<file path="src/rtl/aclk_disp_pkg.sv">
// rtl/aclk_disp_pkg.sv - shared constants, types and 7-segment encoding for the alarm-clock display scanner
//
// Contents:
//   NUM_DIGITS     number of multiplexed digits (hh:mm:ss)
//   digit_idx_t    scan index, 5 = hour tens ... 0 = second units
//   SEG_BLANK      all segments off (active-low)
//   SEG_DASH       segment g only (active-low), shown for out-of-range fields
//   time_snap_t    one frame's worth of sampled time plus alarm flag
//   seg_encode()   BCD digit 0-9 to active-low segments, seg[0]=a ... seg[6]=g
package aclk_disp_pkg;

    localparam int NUM_DIGITS = 6;

    typedef logic [2:0] digit_idx_t;

    localparam logic [6:0] SEG_BLANK = 7'b1111111;
    localparam logic [6:0] SEG_DASH  = 7'b0111111;

    typedef struct packed {
        logic [4:0] hours;
        logic [5:0] minutes;
        logic [5:0] seconds;
        logic       alarm;
    } time_snap_t;

    function automatic logic [6:0] seg_encode(input logic [3:0] digit);
        logic [6:0] seg;
        case (digit)
            4'd0:    seg = 7'b1000000;
            4'd1:    seg = 7'b1111001;
            4'd2:    seg = 7'b0100100;
            4'd3:    seg = 7'b0110000;
            4'd4:    seg = 7'b0011001;
            4'd5:    seg = 7'b0010010;
            4'd6:    seg = 7'b0000010;
            4'd7:    seg = 7'b1111000;
            4'd8:    seg = 7'b0000000;
            4'd9:    seg = 7'b0010000;
            default: seg = SEG_BLANK;
        endcase
        return seg;
    endfunction

endpackage

</file>
<file path="src/rtl/aclk_disp_scan_if.sv">
// rtl/aclk_disp_scan_if.sv - time inputs and multiplexed LED display outputs of the display scanner
//
// Signals:
//   hours[4:0], minutes[5:0], seconds[5:0]  binary time from the alarm clock
//   alarm_active                            alarm ringing, display blinks while high
//   an[5:0]                                 digit enables, one-hot active-low, an[5]=hour tens
//   seg[6:0]                                segments a-g, active-low, seg[0]=a
//   dp                                      decimal point, active-low
// Modports:
//   master  alarm-clock side (drives time, observes display)
//   slave   display scanner side (takes time, drives display)
interface aclk_disp_scan_if;

    logic [4:0] hours;
    logic [5:0] minutes;
    logic [5:0] seconds;
    logic       alarm_active;
    logic [5:0] an;
    logic [6:0] seg;
    logic       dp;

    modport master (
        output hours, minutes, seconds, alarm_active,
        input  an, seg, dp
    );

    modport slave (
        input  hours, minutes, seconds, alarm_active,
        output an, seg, dp
    );

endinterface

</file>
<file path="src/rtl/aclk_bin2bcd.sv">
// rtl/aclk_bin2bcd.sv - 6-bit binary to two BCD digits for one time field
//
// Ports:
//   bin[5:0]    binary value, meaningful for 0-59
//   tens[3:0]   bin / 10
//   units[3:0]  bin % 10
// Values 60-63 produce tens=6 and are masked by the caller.
module aclk_bin2bcd (
    input  logic [5:0] bin,
    output logic [3:0] tens,
    output logic [3:0] units
);

    logic [5:0] tens_x10;

    always_comb begin
        if (bin >= 6'd60)      tens = 4'd6;
        else if (bin >= 6'd50) tens = 4'd5;
        else if (bin >= 6'd40) tens = 4'd4;
        else if (bin >= 6'd30) tens = 4'd3;
        else if (bin >= 6'd20) tens = 4'd2;
        else if (bin >= 6'd10) tens = 4'd1;
        else                   tens = 4'd0;
        tens_x10 = {2'b00, tens} * 6'd10;
        units    = 4'(bin - tens_x10);
    end

endmodule

</file>
<file path="src/rtl/aclk_disp_scan.sv">
// rtl/aclk_disp_scan.sv - six-digit multiplexed 7-segment scanner for an alarm clock with blink on alarm
//
// Parameters:
//   SCAN_DIV      clk cycles per digit slot (>=2)
//   BLINK_FRAMES  full scan frames per blink half-period (>=1)
// Ports:
//   clk    system clock, rising edge
//   reset  asynchronous active-high reset
//   disp   aclk_disp_scan_if.slave: hours/minutes/seconds/alarm_active in, an/seg/dp out
// Build option:
//   ACLK_DISP_12H_EN  defined: 12-hour hours, blank leading hour tens, PM on the hour-tens dp
//                     undefined: 24-hour hours with leading zero, hour-tens dp dark
module aclk_disp_scan
    import aclk_disp_pkg::*;
#(
    parameter int SCAN_DIV     = 1000,
    parameter int BLINK_FRAMES = 64
) (
    input  logic         clk,
    input  logic         reset,
    aclk_disp_scan_if.slave disp
);

    localparam int PW = $clog2(SCAN_DIV);
    localparam int FW = (BLINK_FRAMES > 1) ? $clog2(BLINK_FRAMES) : 1;
    localparam digit_idx_t IDX_FIRST = digit_idx_t'(NUM_DIGITS - 1);
`ifdef ACLK_DISP_12H_EN
    localparam bit HOUR_TENS_BLANK = 1'b1;
`else
    localparam bit HOUR_TENS_BLANK = 1'b0;
`endif

    logic [PW-1:0] presc;
    digit_idx_t    idx, idx_n;
    logic          scan_live;       // set once the first tick after reset has started a frame
    time_snap_t    snap, snap_n, live;
    logic [FW-1:0] fcnt, fcnt_n;
    logic          phase, phase_n;
    logic [5:0]    an_q, an_n;
    logic [6:0]    seg_q, seg_n;
    logic          dp_q, dp_n;

    logic          tick, frame_start;
    logic [4:0]    hrs_disp;
    logic          pm_lit, hour_bad, min_bad, sec_bad;
    logic [3:0]    h_tens, h_units, m_tens, m_units, s_tens, s_units;

    assign live        = {disp.hours, disp.minutes, disp.seconds, disp.alarm_active};
    assign tick        = (presc == PW'(SCAN_DIV - 1));
    // The very first tick after reset opens a frame at index 5 instead of stepping past it.
    assign frame_start = tick && (!scan_live || idx == 3'd0);

    always_comb begin
        idx_n   = idx;
        snap_n  = snap;
        fcnt_n  = fcnt;
        phase_n = phase;
        if (frame_start) begin
            idx_n  = IDX_FIRST;
            snap_n = live;
        end else if (tick) begin
            idx_n = idx - 3'd1;
        end
        // Frames are only counted once a ringing alarm is already on screen, so the
        // first blink half is always BLINK_FRAMES full lit frames.
        if (!disp.alarm_active) begin
            fcnt_n  = '0;
            phase_n = 1'b0;
        end else if (frame_start && snap.alarm) begin
            if (fcnt == FW'(BLINK_FRAMES - 1)) begin
                fcnt_n  = '0;
                phase_n = ~phase;
            end else begin
                fcnt_n = fcnt + FW'(1);
            end
        end
    end

    // Display content is derived from the next-state snapshot so a new frame shows
    // its fresh time on its very first digit.
    assign hour_bad = (snap_n.hours > 5'd23);
    assign min_bad  = (snap_n.minutes > 6'd59);
    assign sec_bad  = (snap_n.seconds > 6'd59);

    always_comb begin
        hrs_disp = snap_n.hours;
        pm_lit   = 1'b0;
`ifdef ACLK_DISP_12H_EN
        if (snap_n.hours == 5'd0)
            hrs_disp = 5'd12;
        else if (snap_n.hours > 5'd12)
            hrs_disp = snap_n.hours - 5'd12;
        pm_lit = !hour_bad && (snap_n.hours >= 5'd12);
`endif
    end

    aclk_bin2bcd u_bcd_hours   (.bin({1'b0, hrs_disp}), .tens(h_tens), .units(h_units));
    aclk_bin2bcd u_bcd_minutes (.bin(snap_n.minutes),   .tens(m_tens), .units(m_units));
    aclk_bin2bcd u_bcd_seconds (.bin(snap_n.seconds),   .tens(s_tens), .units(s_units));

    always_comb begin
        seg_n = SEG_BLANK;
        case (idx_n)
            3'd5: seg_n = hour_bad ? SEG_DASH :
                          (HOUR_TENS_BLANK && h_tens == 4'd0) ? SEG_BLANK : seg_encode(h_tens);
            3'd4: seg_n = hour_bad ? SEG_DASH : seg_encode(h_units);
            3'd3: seg_n = min_bad  ? SEG_DASH : seg_encode(m_tens);
            3'd2: seg_n = min_bad  ? SEG_DASH : seg_encode(m_units);
            3'd1: seg_n = sec_bad  ? SEG_DASH : seg_encode(s_tens);
            3'd0: seg_n = sec_bad  ? SEG_DASH : seg_encode(s_units);
            default: seg_n = SEG_BLANK;
        endcase
        dp_n = ~((idx_n == 3'd4) || (idx_n == 3'd2) || (idx_n == 3'd5 && pm_lit));
        an_n = (snap_n.alarm && phase_n) ? 6'b111111 : ~(6'b000001 << idx_n);
    end

    always_ff @(posedge clk or posedge reset) begin
        if (reset) begin
            presc     <= '0;
            idx       <= IDX_FIRST;
            scan_live <= 1'b0;
            snap      <= '0;
            fcnt      <= '0;
            phase     <= 1'b0;
            an_q      <= 6'b111111;
            seg_q     <= SEG_BLANK;
            dp_q      <= 1'b1;
        end else begin
            presc     <= tick ? '0 : presc + PW'(1);
            idx       <= idx_n;
            scan_live <= scan_live | tick;
            snap      <= snap_n;
            fcnt      <= fcnt_n;
            phase     <= phase_n;
            if (tick) begin
                an_q  <= an_n;
                seg_q <= seg_n;
                dp_q  <= dp_n;
            end
        end
    end

    assign disp.an  = an_q;
    assign disp.seg = seg_q;
    assign disp.dp  = dp_q;

endmodule

</file>
<file path="src/flat_wrapper.sv">
// flat-port wrapper written by rule: the top's interface ports become plain ports
module aclk_disp_scan_flat import aclk_disp_pkg::*;
#(
    parameter int SCAN_DIV     = 1000,
    parameter int BLINK_FRAMES = 64
)
  (clk, reset, disp_hours, disp_minutes, disp_seconds, disp_alarm_active, disp_an, disp_seg, disp_dp);
  aclk_disp_scan_if disp_i ();
  input  logic clk;
  input  logic reset;
  input wire logic [$bits(disp_i.hours)-1:0] disp_hours;
  input wire logic [$bits(disp_i.minutes)-1:0] disp_minutes;
  input wire logic [$bits(disp_i.seconds)-1:0] disp_seconds;
  input wire logic [$bits(disp_i.alarm_active)-1:0] disp_alarm_active;
  output wire logic [$bits(disp_i.an)-1:0] disp_an;
  output wire logic [$bits(disp_i.seg)-1:0] disp_seg;
  output wire logic [$bits(disp_i.dp)-1:0] disp_dp;
  assign disp_i.hours = disp_hours;
  assign disp_i.minutes = disp_minutes;
  assign disp_i.seconds = disp_seconds;
  assign disp_i.alarm_active = disp_alarm_active;
  assign disp_an = disp_i.an;
  assign disp_seg = disp_i.seg;
  assign disp_dp = disp_i.dp;
  aclk_disp_scan #(.SCAN_DIV(SCAN_DIV), .BLINK_FRAMES(BLINK_FRAMES)) u_core (.clk(clk), .reset(reset), .disp(disp_i));
endmodule
</file>
<file path="config.mk">
export PLATFORM = sky130hd
export DESIGN_NAME = aclk_disp_scan_flat
export DESIGN_NICKNAME = d
export VERILOG_FILES = /design/src/rtl/aclk_disp_pkg.sv /design/src/rtl/aclk_disp_scan_if.sv /design/src/rtl/aclk_bin2bcd.sv /design/src/rtl/aclk_disp_scan.sv /design/src/flat_wrapper.sv
export SDC_FILE = /design/constraint.sdc
export NUM_CORES = 1
export LEC_CHECK = 0
export ABC_AREA = 1
export ABC_CLOCK_PERIOD_IN_PS = 4200
export CORE_ASPECT_RATIO = 1.5
export CORE_MARGIN = 5
export CORE_UTILIZATION = 54
export DETAILED_ROUTE_END_ITERATION = 16
export PLACE_DENSITY_LB_ADDON = 0.15
export SYNTH_ARGS = -nofsm -noshare
export SYNTH_HDL_FRONTEND = slang
export SYNTH_SLANG_ARGS = --single-unit
</file>
<file path="constraint.sdc">
create_clock -name clk -period 4.2 [get_ports clk]
set_input_delay 0.63 -clock clk [delete_from_list [all_inputs] [get_ports clk]]
set_output_delay 0.63 -clock clk [all_outputs]
set_load 0.01 [all_outputs]
</file>
Yosys cells after proc, flatten, opt, wreduce, memory -nomap -nowiden
Memories as Yosys holds them, arrays and structs flattened.
Index checks and enable logic that the tools add are counted.
{"block": "totals", "ff_bits": 53, "elab_cells": 105, "input_bits": 20, "rom_bits": 672, "n_memories": 6, "output_inout_bits": 14}
{"block": "classes", "shift": 1, "add_sub_neg": 6, "muxes": 36, "eq_ne": 8, "order_cmp": 21, "n_mul": 3, "n_bitwise": 4, "reduce_logical": 8}
{"memory": "(no name shown)", "words": 16, "width": 7, "rd": 1, "rd_clocked_by_memory_dff": 0, "wr": 0, "line": "aclk_disp_pkg.sv:28", "text": "case (digit)"}
{"memory": "(no name shown)", "words": 16, "width": 7, "rd": 1, "rd_clocked_by_memory_dff": 0, "wr": 0, "line": "aclk_disp_pkg.sv:28"}
{"memory": "(no name shown)", "words": 16, "width": 7, "rd": 1, "rd_clocked_by_memory_dff": 0, "wr": 0, "line": "aclk_disp_pkg.sv:28"}
{"memory": "(no name shown)", "words": 16, "width": 7, "rd": 1, "rd_clocked_by_memory_dff": 0, "wr": 0, "line": "aclk_disp_pkg.sv:28"}
{"memory": "(no name shown)", "words": 16, "width": 7, "rd": 1, "rd_clocked_by_memory_dff": 0, "wr": 0, "line": "aclk_disp_pkg.sv:28"}
{"memory": "(no name shown)", "words": 16, "width": 7, "rd": 1, "rd_clocked_by_memory_dff": 0, "wr": 0, "line": "aclk_disp_pkg.sv:28"}
{"operator": "7-bit two-way mux", "count": 6}
{"operator": "7-bit one-hot mux with 6 select lines", "count": 1}
{"operator": "6-bit >= comparator (second input constant)", "count": 6}
{"operator": "3-bit two-way mux", "count": 11}
{"operator": "6-bit by 5-bit >= comparator with 1-bit output (second input constant)", "count": 4}
{"operator": "6-bit two-way mux", "count": 4}
{"operator": "5-bit by 6-bit >= comparator with 1-bit output (second input constant)", "count": 3}
{"operator": "18-bit two-way mux", "count": 1}
{"operator": "6-bit by 4-bit >= comparator with 1-bit output (second input constant)", "count": 2}
{"operator": "6-bit greater-than comparator (second input constant)", "count": 2}
{"operator": "2-bit two-way mux", "count": 6}
{"operator": "4-bit subtractor", "count": 3}
{"operator": "10-bit by 1-bit adder with 10-bit output (second input constant)", "count": 1}
{"operator": "10-bit equality test (second input constant)", "count": 1}
{"operator": "5-bit >= comparator (second input constant)", "count": 2}
{"operator": "10-bit two-way mux", "count": 1}
{"operator": "3-bit by 3-bit multiplier with 3-bit output (second input constant)", "count": 3}
{"operator": "6-bit by 1-bit adder with 6-bit output (second input constant)", "count": 1}
{"operator": "3-bit by 2-bit equality test with 1-bit output (second input constant)", "count": 2}
{"operator": "3-bit equality test (second input constant)", "count": 2}
{"operator": "6-bit equality test (second input constant)", "count": 1}
{"operator": "3-bit logical NOT", "count": 2}
{"operator": "1-bit two-way mux", "count": 6}
{"operator": "6-bit NOT", "count": 1}
{"operator": "other kinds (11)", "count": 15}

Depth between registers and ports, before layout
An unclocked memory read counts as a cell.
{"block": "depth", "depth_word": 16, "mapped_depth": 30}

Cells and area by module
Synthesis repeated with hierarchy kept, for this count alone.
{"block": "unflattened", "cells_unflattened": 701, "area_unflattened_um2": 4804.6}
{"mod": "aclk_disp_scan", "n_inst": 1, "cells_each": 569, "area_each_um2": 4170.2}
{"mod": "aclk_bin2bcd", "n_inst": 3, "cells_each": 44, "area_each_um2": 211.5}

Worst setup path before layout
No wires, ideal clock.
{"block": "synth_path", "kind": "register to register", "from": "register u_core.idx[0]", "to": "register u_core.seg_q[2], in the netlist u_core.disp.seg[2]", "t_arrival_ns": 3.846, "path_buffers": 2, "period_less_slack_ns": 3.919, "slack_ns": 0.281, "t_required_ns": 4.128, "stages_incl_launch_ff": 28, "setup_time_ns": 0.072, "path_cell_list": "dfstp_2 -> inv_1 -> ha_1 -> ha_1 -> inv_1 -> nand2_1 -> nand4_4 -> buf_6 -> nand2_1 -> o21ai_2 -> nand2_1 -> nor2_1 -> inv_2 -> buf_2 -> nand2_1 -> inv_1 -> ha_1 -> fa_1 -> xor2_1 -> inv_1 -> nand3_4 -> nand2_4 -> nand2_4 -> nand3_2 -> nand2_1 -> nand3_1 -> nand2_1 -> inv_1"}
{"element": "start, declared", "line": "aclk_disp_scan.sv:34", "text": "digit_idx_t idx, idx_n;"}
{"element": "start signal, assigned", "line": "aclk_disp_scan.sv:130", "text": "idx <= idx_n;"}
{"element": "end signal, assigned", "line": "aclk_disp_scan.sv:137", "text": "seg_q <= seg_n;"}
{"element": "end, declared", "line": "aclk_disp_scan.sv:40", "text": "logic [6:0] seg_q, seg_n;"}

==> flow_summary.toml <==
[outcome]
status = "complete, no violations"

[route]
drt-pass1-iter-count = 5
vias = 3929
wl_per_cell_um = 14.0
drc = 0
routed_via_density = 5.32
ant_nets = 0
wl_um = 10300
first_iter_violations = 152

[setup_path]
worstPathArrival_ns = 4.22
r2r-start = "u_core.idx[0]"
criticalPathCategory = "flop to flop"
cp_slowest_cell = "fa_2"
crit_buf_inv = 6
critPathLaunchType = "flop"
path_delay_family = "simple AND/OR/NAND/NOR gates"
critPathMaxStageDelay_ns = 0.64
crit_top_cell = "nand2_1"
critical_path.max_fanout = 9
r2r_setup_slack_ns = 0.22
critPathLaunch = "u_core.idx[0]"
required_ns = 4.43
cp-end-kind = "flop"

[floorplan]
start_util_pct = 54.7
die_w_um = 83.3
core-area_um2 = 7960
dieArea_um2 = 10000
fp.dieH_um = 120
num_io_pins = 34
row_count = 40

[placement]
dp_cells = 724
hpwl_um = 7840
place_ws_ns = 0.0498
globalplace.congestion = 0.910
port_buffers = 33

[clocking]
cts.sinks = 53
numCtsBuffers = 5
clk_pin_slew_ns = 0.07
cts_hold_buf = 0
cts.path.max_buffers = 2
cts_max_level = 2
root_buffer = "clkbuf_16"
cts_tree = "built"
insertion_delay_ns = 0.30

[logic_synthesis]
yosysUniqueCellTypes = 45
synth-edff-count = 0
synth_nets = 643
synth_warnings = 0
yosysSeqAreaShare_pct = 30.9
synthCells = 586
syn_area_per_cell_um2 = 7.43
ys_ff_latch = 53
synthArstFlopShare_pct = 100
synth-main-ff-cell = "dfrtp_1"
netlist_area_um2 = 4360

[hold_path]
min_from = "u_core.presc[0]"
hp-class = "flop to flop"

[power]
seq_power_share_pct = 53.0
worst_ir_drop_vdd_v = 0.000217
internal_power_mw = 0.752
fin_total_pwr_mw = 0.968
leakage_nw = 2.72
p_per_area_nw_per_um2 = 191
sw_frac_of_total_pct = 22.3
p_switching_mw = 0.216
comb_power_share_pct = 3.9
clkPwrFrac_pct = 43.1

[sta]
fin_skew_ns = 0.00663
fmax_mhz = 251
tns_ns = 0
worst_pin_slew_ns = 0.738
hold_viol_final = 0
finalSetupViolCount = 0
relSlewSlack_pct = 50.7
min_period_ns = 3.98
finalCritPeriodShare_pct = 94.9
setup_slack_ns = 0.216
slew_violations = 0

[global_route]
grt_pass1_vias = 3803
grt_max_degree = 36
grt_antenna_before_repair = 0
grt_pass1_wl_um = 16900
globalRouteTotalUtil_pct = 20.4
gr-total-overflow = 0

[cells_and_area]
drive_gt1_share_pct = 20.0
ff_latch_area_um2 = 1350
multiInputGateArea_um2 = 2660
nets = 690
n_fill_cell = 707
area_growth_pct = 16.2
diodes = 0
final_cell_count_no_fill = 739

[run]
cap_violations = 0
[power groups by stage]
stage	clock [mW]	combinational [mW]	sequential, mW
finish	0.417	0.0375	0.513
global route	0.446	0.0424	0.514
CTS	0.426	0.0383	0.513
detailed placement	0	0.0382	0.523
global placement	0	0.0378	0.523
floorplan	0	0.0133	0.522
[worst reg2reg max path, stage by stage, from the launching register on]
cell	delay, ns
dfstp_2	0.54
inv_1	0.04
ha_1	0.19
ha_1	0.18
inv_1	0.09
nand2_4	0.12
nand4_4	0.17
nand2_1	0.11
nand2_4	0.11
inv_2	0.04
nand2_1	0.06
nand2_1	0.11
nand2_2	0.11
nand2_4	0.07
nand2_2	0.10
nand2_4	0.07
nand2_2	0.10
inv_1	0.09
ha_1	0.21
fa_2	0.64
buf_2	0.17
o21ai_0	0.10
nand3_1	0.09
nand3_1	0.11
nand2_1	0.08
nand3_1	0.09
nand2_1	0.07
inv_1	0.04
[cell usage after synthesis, types with 6 or more instances]
| cell | count | area share [%] |
|---|---|---|
| a21oi_1 | 27 | 3.1 |
| a31oi_1 | 8 | 1.1 |
| dfrtp_1 | 37 | 21 |
| dfstp_2 | 16 | 9.6 |
| ha_1 | 34 | 9.8 |
| inv_1 | 80 | 6.9 |
| inv_2 | 12 | 1.0 |
| nand2_1 | 130 | 11 |
| nand2_2 | 18 | 2.6 |
| nand2_4 | 12 | 3.1 |
| nand3_1 | 50 | 5.7 |
| nand3_2 | 6 | 1.4 |
| nor2_1 | 49 | 4.2 |
| nor2_2 | 6 | 0.86 |
| nor3_1 | 6 | 0.69 |
| o211ai_1 | 6 | 1.0 |
| o21ai_0 | 24 | 2.8 |
| o21ai_2 | 7 | 1.4 |
| or2_2 | 7 | 1.0 |
[stage by stage]
step           cell area (um^2)  utilization (%)  hold slack (ns)
2_1_floorplan              4360                -            0.433
3_3_place_gp               4840             60.8            0.446
3_5_place_dp               4840             60.8            0.462
4_1_cts                    4980             62.6            0.476
5_1_grt                    5060             63.6            0.487
6_report                   5060             63.6            0.472
[final timing paths]
check | endpoint | cells past startpoint
setup / recovery | u_core.disp.seg[4] | 27
hold / removal | u_core.presc[0] | 1
setup reg to reg | u_core.disp.seg[4] | 27
hold reg to reg | u_core.presc[0] | 1
max in group asynchronous | u_core.snap[13] | 3
min in group asynchronous | u_core.presc[8] | 2
[layer usage]
| metal | global-route usage, % | up-vias | share of wire, % |
|---|---|---|---|
| met5 | 0 | - | 0 |
| met4 | 8.90 | 0 | 4.5 |
| met3 | 2.88 | 31 | 2.7 |
| met2 | 37.2 | 81 | 53 |
| met1 | 23.5 | 1830 | 39 |
| li1 | - | 1987 | - |
[layout by cell type, fill, tap and decap left out, types with 3 or more instances in the layout]
master           Yosys  final
inv_2               12     14
ha_1                34     34
clkbuf_16            0      5
nand2_4             12     13
xor2_1               3      3
clkdlybuf4s50_1      0     33
nor2_4               3      3
a31oi_1              8      8
o211ai_1             6      6
nor2_1              49     48
nand4_1              4      4
nor3_1               6      6
nand3_1             50     50
o21ai_0             24     24
nand2_2             18     19
o21ai_2              7      7
dfrtp_1             37     37
or2_2                7      7
o21ai_1              4      4
a21oi_1             27     27
nand3_4              3      3
inv_1               80     78
dfstp_2             16     16
o21a_1               3      3
nand2_1            130    128
nor2_2               6      7
nand3_2              6      6
buf_4                0     13
[cell families (layout without fill, tap and decap cells)]
group           Yosys count  after routing  share of synthesized area (%)
compound gates           88             88                           12.2
xor+xnor                  3              3                          0.603
fa+ha+maj                37             37                           11.1
buf+inv                 102            148                           9.05
flops                    53             53                           30.9
simple gates            303            305                           36.1
[flip-flops by register name, indices dropped and copies added, names as in the netlist]
name	cells
u_core.phase	1
u_core.scan_live	1
u_core.presc	10
u_core.idx	3
u_core.disp.dp	1
u_core.disp.an	6
u_core.snap	18
u_core.disp.seg	7
u_core.fcnt	6
[repair_timing]
action,in CTS,in global routing
resized for setup,0,8
buffers inserted,0,5
endpoints found under the setup margin,0,7
[area by class of cell]
cell class	count	share of cell area (%)
Clock buffer	6	2.55
Clock inverter	2	0.297
Inverter	93	6.90
Multi-Input combinational cell	433	52.5
Sequential cell	53	26.6
Tap cell	105	2.60
Timing Repair Buffer	47	8.55
(Power assumes the default switching activity.)
